**config.mk**
```make
export PLATFORM = sky130hd
export DESIGN_NAME = dsi_tx_arbiter
export DESIGN_NICKNAME = d
export VERILOG_FILES = /design/src/rtl/dsi_tx_arbiter.sv
export SDC_FILE = /design/constraint.sdc
export NUM_CORES = 1
export LEC_CHECK = 0
export ABC_AREA = 1
export BUFFER_PORTS_ARGS = -buffer_cell sky130_fd_sc_hd__buf_2
export CAP_MARGIN = 30
export CORE_AREA = 2 2 58 60
export DETAILED_ROUTE_END_ITERATION = 12
export DIE_AREA = 0 0 60 62
export PLACE_DENSITY = 0.85
export SYNTH_ARGS = -nofsm -noshare
export SYNTH_HDL_FRONTEND = slang
export SYNTH_SLANG_ARGS = --single-unit
```
**constraint.sdc**
```tcl
create_clock -name clk_sys -period 4.3 [get_ports clk_sys]
set_clock_uncertainty 0.2 [all_clocks]
set_input_delay 0.645 -clock clk_sys [delete_from_list [all_inputs] [get_ports clk_sys]]
set_output_delay 0.645 -clock clk_sys [all_outputs]
set_load 0.02 [all_outputs]
```
**src/rtl/dsi_tx_arbiter.sv**
```systemverilog
// dsi_tx_arbiter
//   Shares the DSI lanes controller write interface between an HS-only video
//   source and a command source that sends HS or LP packets. Whole packets are
//   granted. iface_lpm_en is asserted one cycle before and held one cycle after
//   every LP packet. After each packet the arbiter waits for the lanes to go
//   idle, then holds off for MIN_GAP cycles before it makes the next grant.
//
//   Optional build macro: DSI_ARB_STARVE_GUARD_EN
//     When defined, the command source is forced through after STARVE_LIMIT
//     consecutive video grants made while a command was waiting.
//     When undefined, video has strict priority and a command can wait forever.
//
// Parameters
//   MIN_GAP       idle cycles between lines_active falling and the next grant (>=1)
//   STARVE_LIMIT  video grants tolerated while a command waits (guard build only)
//
// Ports
//   clk_sys, rst_n            clock, asynchronous active-low reset
//   vid_req/data/strb/last    video source word interface
//   vid_ack                   video word consumed; source shows next word next cycle
//   cmd_req/data/strb/last    command source word interface
//   cmd_lp                    command packet is LP (stable while cmd_req)
//   cmd_ack                   command word consumed
//   iface_write_data/strb     word to the lanes controller, from the granted source
//   iface_write_rqst          write request to the lanes controller
//   iface_last_word           last word of the packet is being taken
//   iface_lpm_en              LP mode enable to the lanes controller
//   iface_data_rqst           lanes controller takes a word this cycle
//   lines_active              any data lane active
//   clock_ready               clock lane running in HS
//   grant                     01 video, 10 command, 00 none
//   busy                      arbiter not idle
//
// States
//   state    | meaning
//   IDLE     | no grant; arbitrate when clock_ready and a request is present
//   LP_SETUP | lpm_en raised one cycle ahead of an LP packet
//   XFER     | words pass from the granted source to the lanes controller
//   LP_HOLD  | lpm_en held one cycle after an LP packet's last word
//   DRAIN    | wait for the data lanes to go idle
//   GAP      | MIN_GAP cycles of enforced idle time, then release the grant

module dsi_tx_arbiter #(
  parameter int unsigned MIN_GAP = 4
`ifdef DSI_ARB_STARVE_GUARD_EN
  , parameter int unsigned STARVE_LIMIT = 8
`endif
) (
  input  logic        clk_sys,
  input  logic        rst_n,
  input  logic        vid_req,
  input  logic [31:0] vid_data,
  input  logic [3:0]  vid_strb,
  input  logic        vid_last,
  output logic        vid_ack,
  input  logic        cmd_req,
  input  logic [31:0] cmd_data,
  input  logic [3:0]  cmd_strb,
  input  logic        cmd_last,
  input  logic        cmd_lp,
  output logic        cmd_ack,
  output logic [31:0] iface_write_data,
  output logic [3:0]  iface_write_strb,
  output logic        iface_write_rqst,
  output logic        iface_last_word,
  output logic        iface_lpm_en,
  input  logic        iface_data_rqst,
  input  logic        lines_active,
  input  logic        clock_ready,
  output logic [1:0]  grant,
  output logic        busy
);

  typedef enum logic [2:0] {
    S_IDLE     = 3'd0,
    S_LP_SETUP = 3'd1,
    S_XFER     = 3'd2,
    S_LP_HOLD  = 3'd3,
    S_DRAIN    = 3'd4,
    S_GAP      = 3'd5
  } state_t;

  localparam int unsigned GW = (MIN_GAP > 1) ? $clog2(MIN_GAP) : 1;
  localparam logic [GW-1:0] GAP_LOAD = GW'(MIN_GAP - 1);

  state_t        state_q, state_d;
  logic [1:0]    grant_q, grant_d;
  logic          lp_q, lp_d;
  logic [GW-1:0] gap_cnt_q, gap_cnt_d;
  logic          granted_last;
  logic          xfer_last;
  logic          arb_go;
  logic          pick_cmd;

  assign granted_last = grant_q[0] ? vid_last : cmd_last;
  assign xfer_last    = (state_q == S_XFER) && iface_data_rqst && granted_last;
  assign arb_go       = clock_ready && (vid_req || cmd_req);

`ifdef DSI_ARB_STARVE_GUARD_EN
  localparam int unsigned SW = $clog2(STARVE_LIMIT + 1);
  logic [SW-1:0] starve_q, starve_d;

  // Once the limit is reached a waiting command beats a pending video packet.
  assign pick_cmd = !vid_req || (cmd_req && (starve_q >= SW'(STARVE_LIMIT)));

  always_comb begin
    starve_d = starve_q;
    if (!cmd_req) begin
      starve_d = '0;
    end else if ((state_q == S_IDLE) && arb_go) begin
      if (pick_cmd) begin
        starve_d = '0;
      end else if (starve_q < SW'(STARVE_LIMIT)) begin
        starve_d = starve_q + SW'(1);
      end
    end
  end

  always_ff @(posedge clk_sys or negedge rst_n) begin
    if (!rst_n) begin
      starve_q <= '0;
    end else begin
      starve_q <= starve_d;
    end
  end
`else
  assign pick_cmd = !vid_req;
`endif

  always_ff @(posedge clk_sys or negedge rst_n) begin
    if (!rst_n) begin
      state_q   <= S_IDLE;
      grant_q   <= '0;
      lp_q      <= 1'b0;
      gap_cnt_q <= '0;
    end else begin
      state_q   <= state_d;
      grant_q   <= grant_d;
      lp_q      <= lp_d;
      gap_cnt_q <= gap_cnt_d;
    end
  end

  always_comb begin
    state_d   = state_q;
    grant_d   = grant_q;
    lp_d      = lp_q;
    gap_cnt_d = gap_cnt_q;
    case (state_q)
      S_IDLE: begin
        if (arb_go) begin
          if (pick_cmd) begin
            grant_d = 2'b10;
            lp_d    = cmd_lp;
            state_d = cmd_lp ? S_LP_SETUP : S_XFER;
          end else begin
            grant_d = 2'b01;
            lp_d    = 1'b0;
            state_d = S_XFER;
          end
        end
      end
      S_LP_SETUP: state_d = S_XFER;
      S_XFER: begin
        if (xfer_last) begin
          state_d = lp_q ? S_LP_HOLD : S_DRAIN;
        end
      end
      S_LP_HOLD: state_d = S_DRAIN;
      S_DRAIN: begin
        if (!lines_active) begin
          state_d   = S_GAP;
          gap_cnt_d = GAP_LOAD;
        end
      end
      S_GAP: begin
        // Down-counter: GAP lasts MIN_GAP cycles, terminal count at zero.
        if (gap_cnt_q == '0) begin
          state_d = S_IDLE;
          grant_d = 2'b00;
          lp_d    = 1'b0;
        end else begin
          gap_cnt_d = gap_cnt_q - GW'(1);
        end
      end
      default: begin
        state_d = S_IDLE;
        grant_d = 2'b00;
        lp_d    = 1'b0;
      end
    endcase
  end

  always_comb begin
    iface_write_data = '0;
    iface_write_strb = '0;
    iface_write_rqst = 1'b0;
    iface_last_word  = 1'b0;
    iface_lpm_en     = 1'b0;
    vid_ack          = 1'b0;
    cmd_ack          = 1'b0;
    case (state_q)
      S_LP_SETUP, S_LP_HOLD: iface_lpm_en = 1'b1;
      S_XFER: begin
        iface_write_rqst = 1'b1;
        iface_lpm_en     = lp_q;
        iface_write_data = grant_q[0] ? vid_data : cmd_data;
        iface_write_strb = grant_q[0] ? vid_strb : cmd_strb;
        vid_ack          = iface_data_rqst & grant_q[0];
        cmd_ack          = iface_data_rqst & grant_q[1];
        iface_last_word  = xfer_last;
      end
      default: ;
    endcase
  end

  assign grant = grant_q;
  assign busy  = (state_q != S_IDLE);

endmodule

```
==> results.json <==
{
  "status": "complete, no violations",
  "final_cells": 361,
  "startpoint_type": "register",
  "synth-simple-area-share": 0.465,
  "syn_area_per_cell_um2": 5.61,
  "required_ns": 3.45,
  "first_global_vias": 1241,
  "fin_util": 0.555,
  "worst_r2r_endpoint": "state_q[2]",
  "io_pins": 126,
  "port_buffers": 125,
  "postCtsHoldBufs": 0,
  "syn_inst": 198,
  "hold_ws_ns": 0.0180,
  "clock_latency_ns": 0.26,
  "cts_max_path_buffers": 2,
  "cts_inserted_buffers": 3,
  "layout_setup_ws_ns": 1.62,
  "synthAdderAreaFrac": 0.0113,
  "r2r_slack_ns": 2.36,
  "dp.cells": 358,
  "gp_congestion": 0.904,
  "hold_class": "in2async",
  "ys_types": 26,
  "fp.dieArea_um2": 3720,
  "power_leakage_nw": 1.10,
  "hold_violations": 0,
  "yosys_warnings": 0,
  "syn_to_final_growth_pct": 58.9,
  "grt_pass1_wl_mm": 5.06,
  "final.setup.tns_ns": 0,
  "syn_nets": 281,
  "ys_seq_area_frac": 0.180,
  "grt_max_degree": 42,
  "drt-pass1-iter-count": 4,
  "layout-drive-gt1-share": 0.463,
  "cts_resized": 0,
  "r2r_cells": 6,
  "p_comb_frac": 0.808,
  "synth_top_family_by_area": "simple AND/OR/NAND/NOR gates",
  "fmax_mhz": 373,
  "min_period_ns": 2.68,
  "pre_cts_slack_ns": 1.88,
  "hpwl_mm": 2.92,
  "drt_iter0_markers": 94,
  "drv_cap": 0,
  "antenna_cells": 0,
  "root_buffer": "clkbuf_4",
  "rsz0062_at_grt": "false",
  "vias_per_cell": 4.58,
  "setup_viol": 0,
  "fp.coreArea_um2": 3180,
  "clkPwrFrac": 0.056,
  "final_area_um2": 1770,
  "postCtsSetupBuffers": 0,
  "critPathKind": "reg2out",
  "clk_pin_slew_ns": 0.05,
  "grt_use_total": 0.174,
  "reg2reg_from": "state_q[2]",
  "overflow": 0,
  "internal_power_mw": 0.426,
  "p_seq_frac": 0.136,
  "rows": 21,
  "place_area_um2": 1740,
  "wirelength_mm": 3.69,
  "ir_worst_vdd_mv": 0.365,
  "cp.arrival_ns": 1.84,
  "drtAntennaViolNets": 0,
  "crit_fanout": 41,
  "htree_levels": 1,
  "fillers": 332,
  "antenna_found_initial": 0,
  "maxSlewHeadroom": 0.693,
  "p_sw_frac": 0.594,
  "syn_area_um2": 1110,
  "cellPowerDensity_nw_per_um2": 594,
  "synth_xor_area_frac": 0,
  "start_util": 0.349,
  "synthMuxAreaShare": 0,
  "cp-end-kind": "output port",
  "fp.dieW_um": 60,
  "drc_errors": 0,
  "p_total_mw": 1.05,
  "finalMaxSlewViolations": 0,
  "cts.sinks": 8,
  "synth_seq_cells": 8,
  "nNetsFinal": 400,
  "die_h_um": 62,
  "switching_power_mw": 0.623,
  "fin_crit_sh": 0.624,
  "cts_tree": "done",
  "wl_per_cell_um": 10.2,
  "worst_slew_pin_slew_ns": 0.460,
  "synth-compound-area-share": 0.225,
  "routed-via-count": 1653
}
## sequential cells by signal, summed over array words and instances, names as in the netlist
name	cells
state_q	3
gap_cnt_q	2
grant	2
lp_q	1
## kinds of logic after synthesis
logic type,after synthesis
buffers and inverters,25
AOI/OAI and AO/OA,46
DFF,8
and+or+nand+nor,118
adders and majority gates,1
## routing by layer
metal / global-route usage / wire length (µm)
met1: 0.208 / 1460
met2: 0.326 / 1830
met3: 0.0207 / 366
met4: 0.0476 / 23
met5: 0 / 0
## Yosys cell counts, drive strengths merged
| master | count | area [µm²] |
|---|---|---|
| a21oi | 38 | 201 |
| o21ai | 5 | 25.0 |
| inv | 12 | 45.0 |
| buf | 13 | 86.3 |
| dfrtp | 8 | 200 |
| nand2 | 98 | 385 |
| nand3b | 1 | 7.51 |
| and2 | 1 | 8.76 |
| o2bb2ai | 1 | 8.76 |
| nor2 | 10 | 50.1 |
| nor3b | 1 | 7.51 |
| ha | 1 | 12.5 |
| o21bai | 2 | 15.0 |
| nor3 | 1 | 5.00 |
| nand3 | 6 | 52.6 |
## layout make-up
type / instances / area [µm²] / area share
Timing Repair Buffer: 127 / 661 / 0.374
Multi-Input combinational cell: 165 / 779 / 0.442
Sequential cell: 8 / 200 / 0.113
Inverter: 12 / 45.0 / 0.0255
Tap cell: 46 / 57.6 / 0.0326
Clock buffer: 3 / 22.5 / 0.0128
## how the worst max path moves through the flow
stage | startpoint | to | slack [ns] | cells after the start
CTS | state_q[2] | iface_lpm_en | 1.59 | 6
finish | state_q[2] | iface_lpm_en | 1.62 | 6
global route | state_q[2] | iface_lpm_en | 1.46 | 6
detailed placement | state_q[2] | iface_lpm_en | 1.88 | 6
floorplan | grant[0] | vid_ack | 2.08 | 4
global placement | grant[0] | iface_last_word | 1.76 | 5
## power groups by stage
| stage | Sequential [mW] | Combinational [mW] | Clock [mW] |
|---|---|---|---|
| after floorplan | 0.142 | 0.641 | 0 |
| after global placement | 0.142 | 0.819 | 0 |
| after detailed placement | 0.143 | 0.854 | 0 |
| after CTS | 0.142 | 0.857 | 0.0587 |
| after global routing | 0.148 | 0.950 | 0.0652 |
| final | 0.143 | 0.848 | 0.0585 |
## worst max-delay path: stages, from the launching register on
cell and delay [ns]:
dfrtp_1 0.48, inv_2 0.16, nand3_4 0.36, inv_1 0.19, nand2_1 0.11, o21ai_0 0.09, buf_2 0.19
## cells in the final DEF (no fill, tap or decap), drive strengths merged
master / n
o21bai: 2
nor3: 1
nand3: 6
nand2: 98
dfrtp: 8
o2bb2ai: 1
ha: 1
a21oi: 38
nor2: 10
o21ai: 5
inv: 12
nor3b: 1
and2: 1
buf: 127
clkbuf: 3
nand3b: 1
No activity file was read; power rests on OpenSTA's default activity.
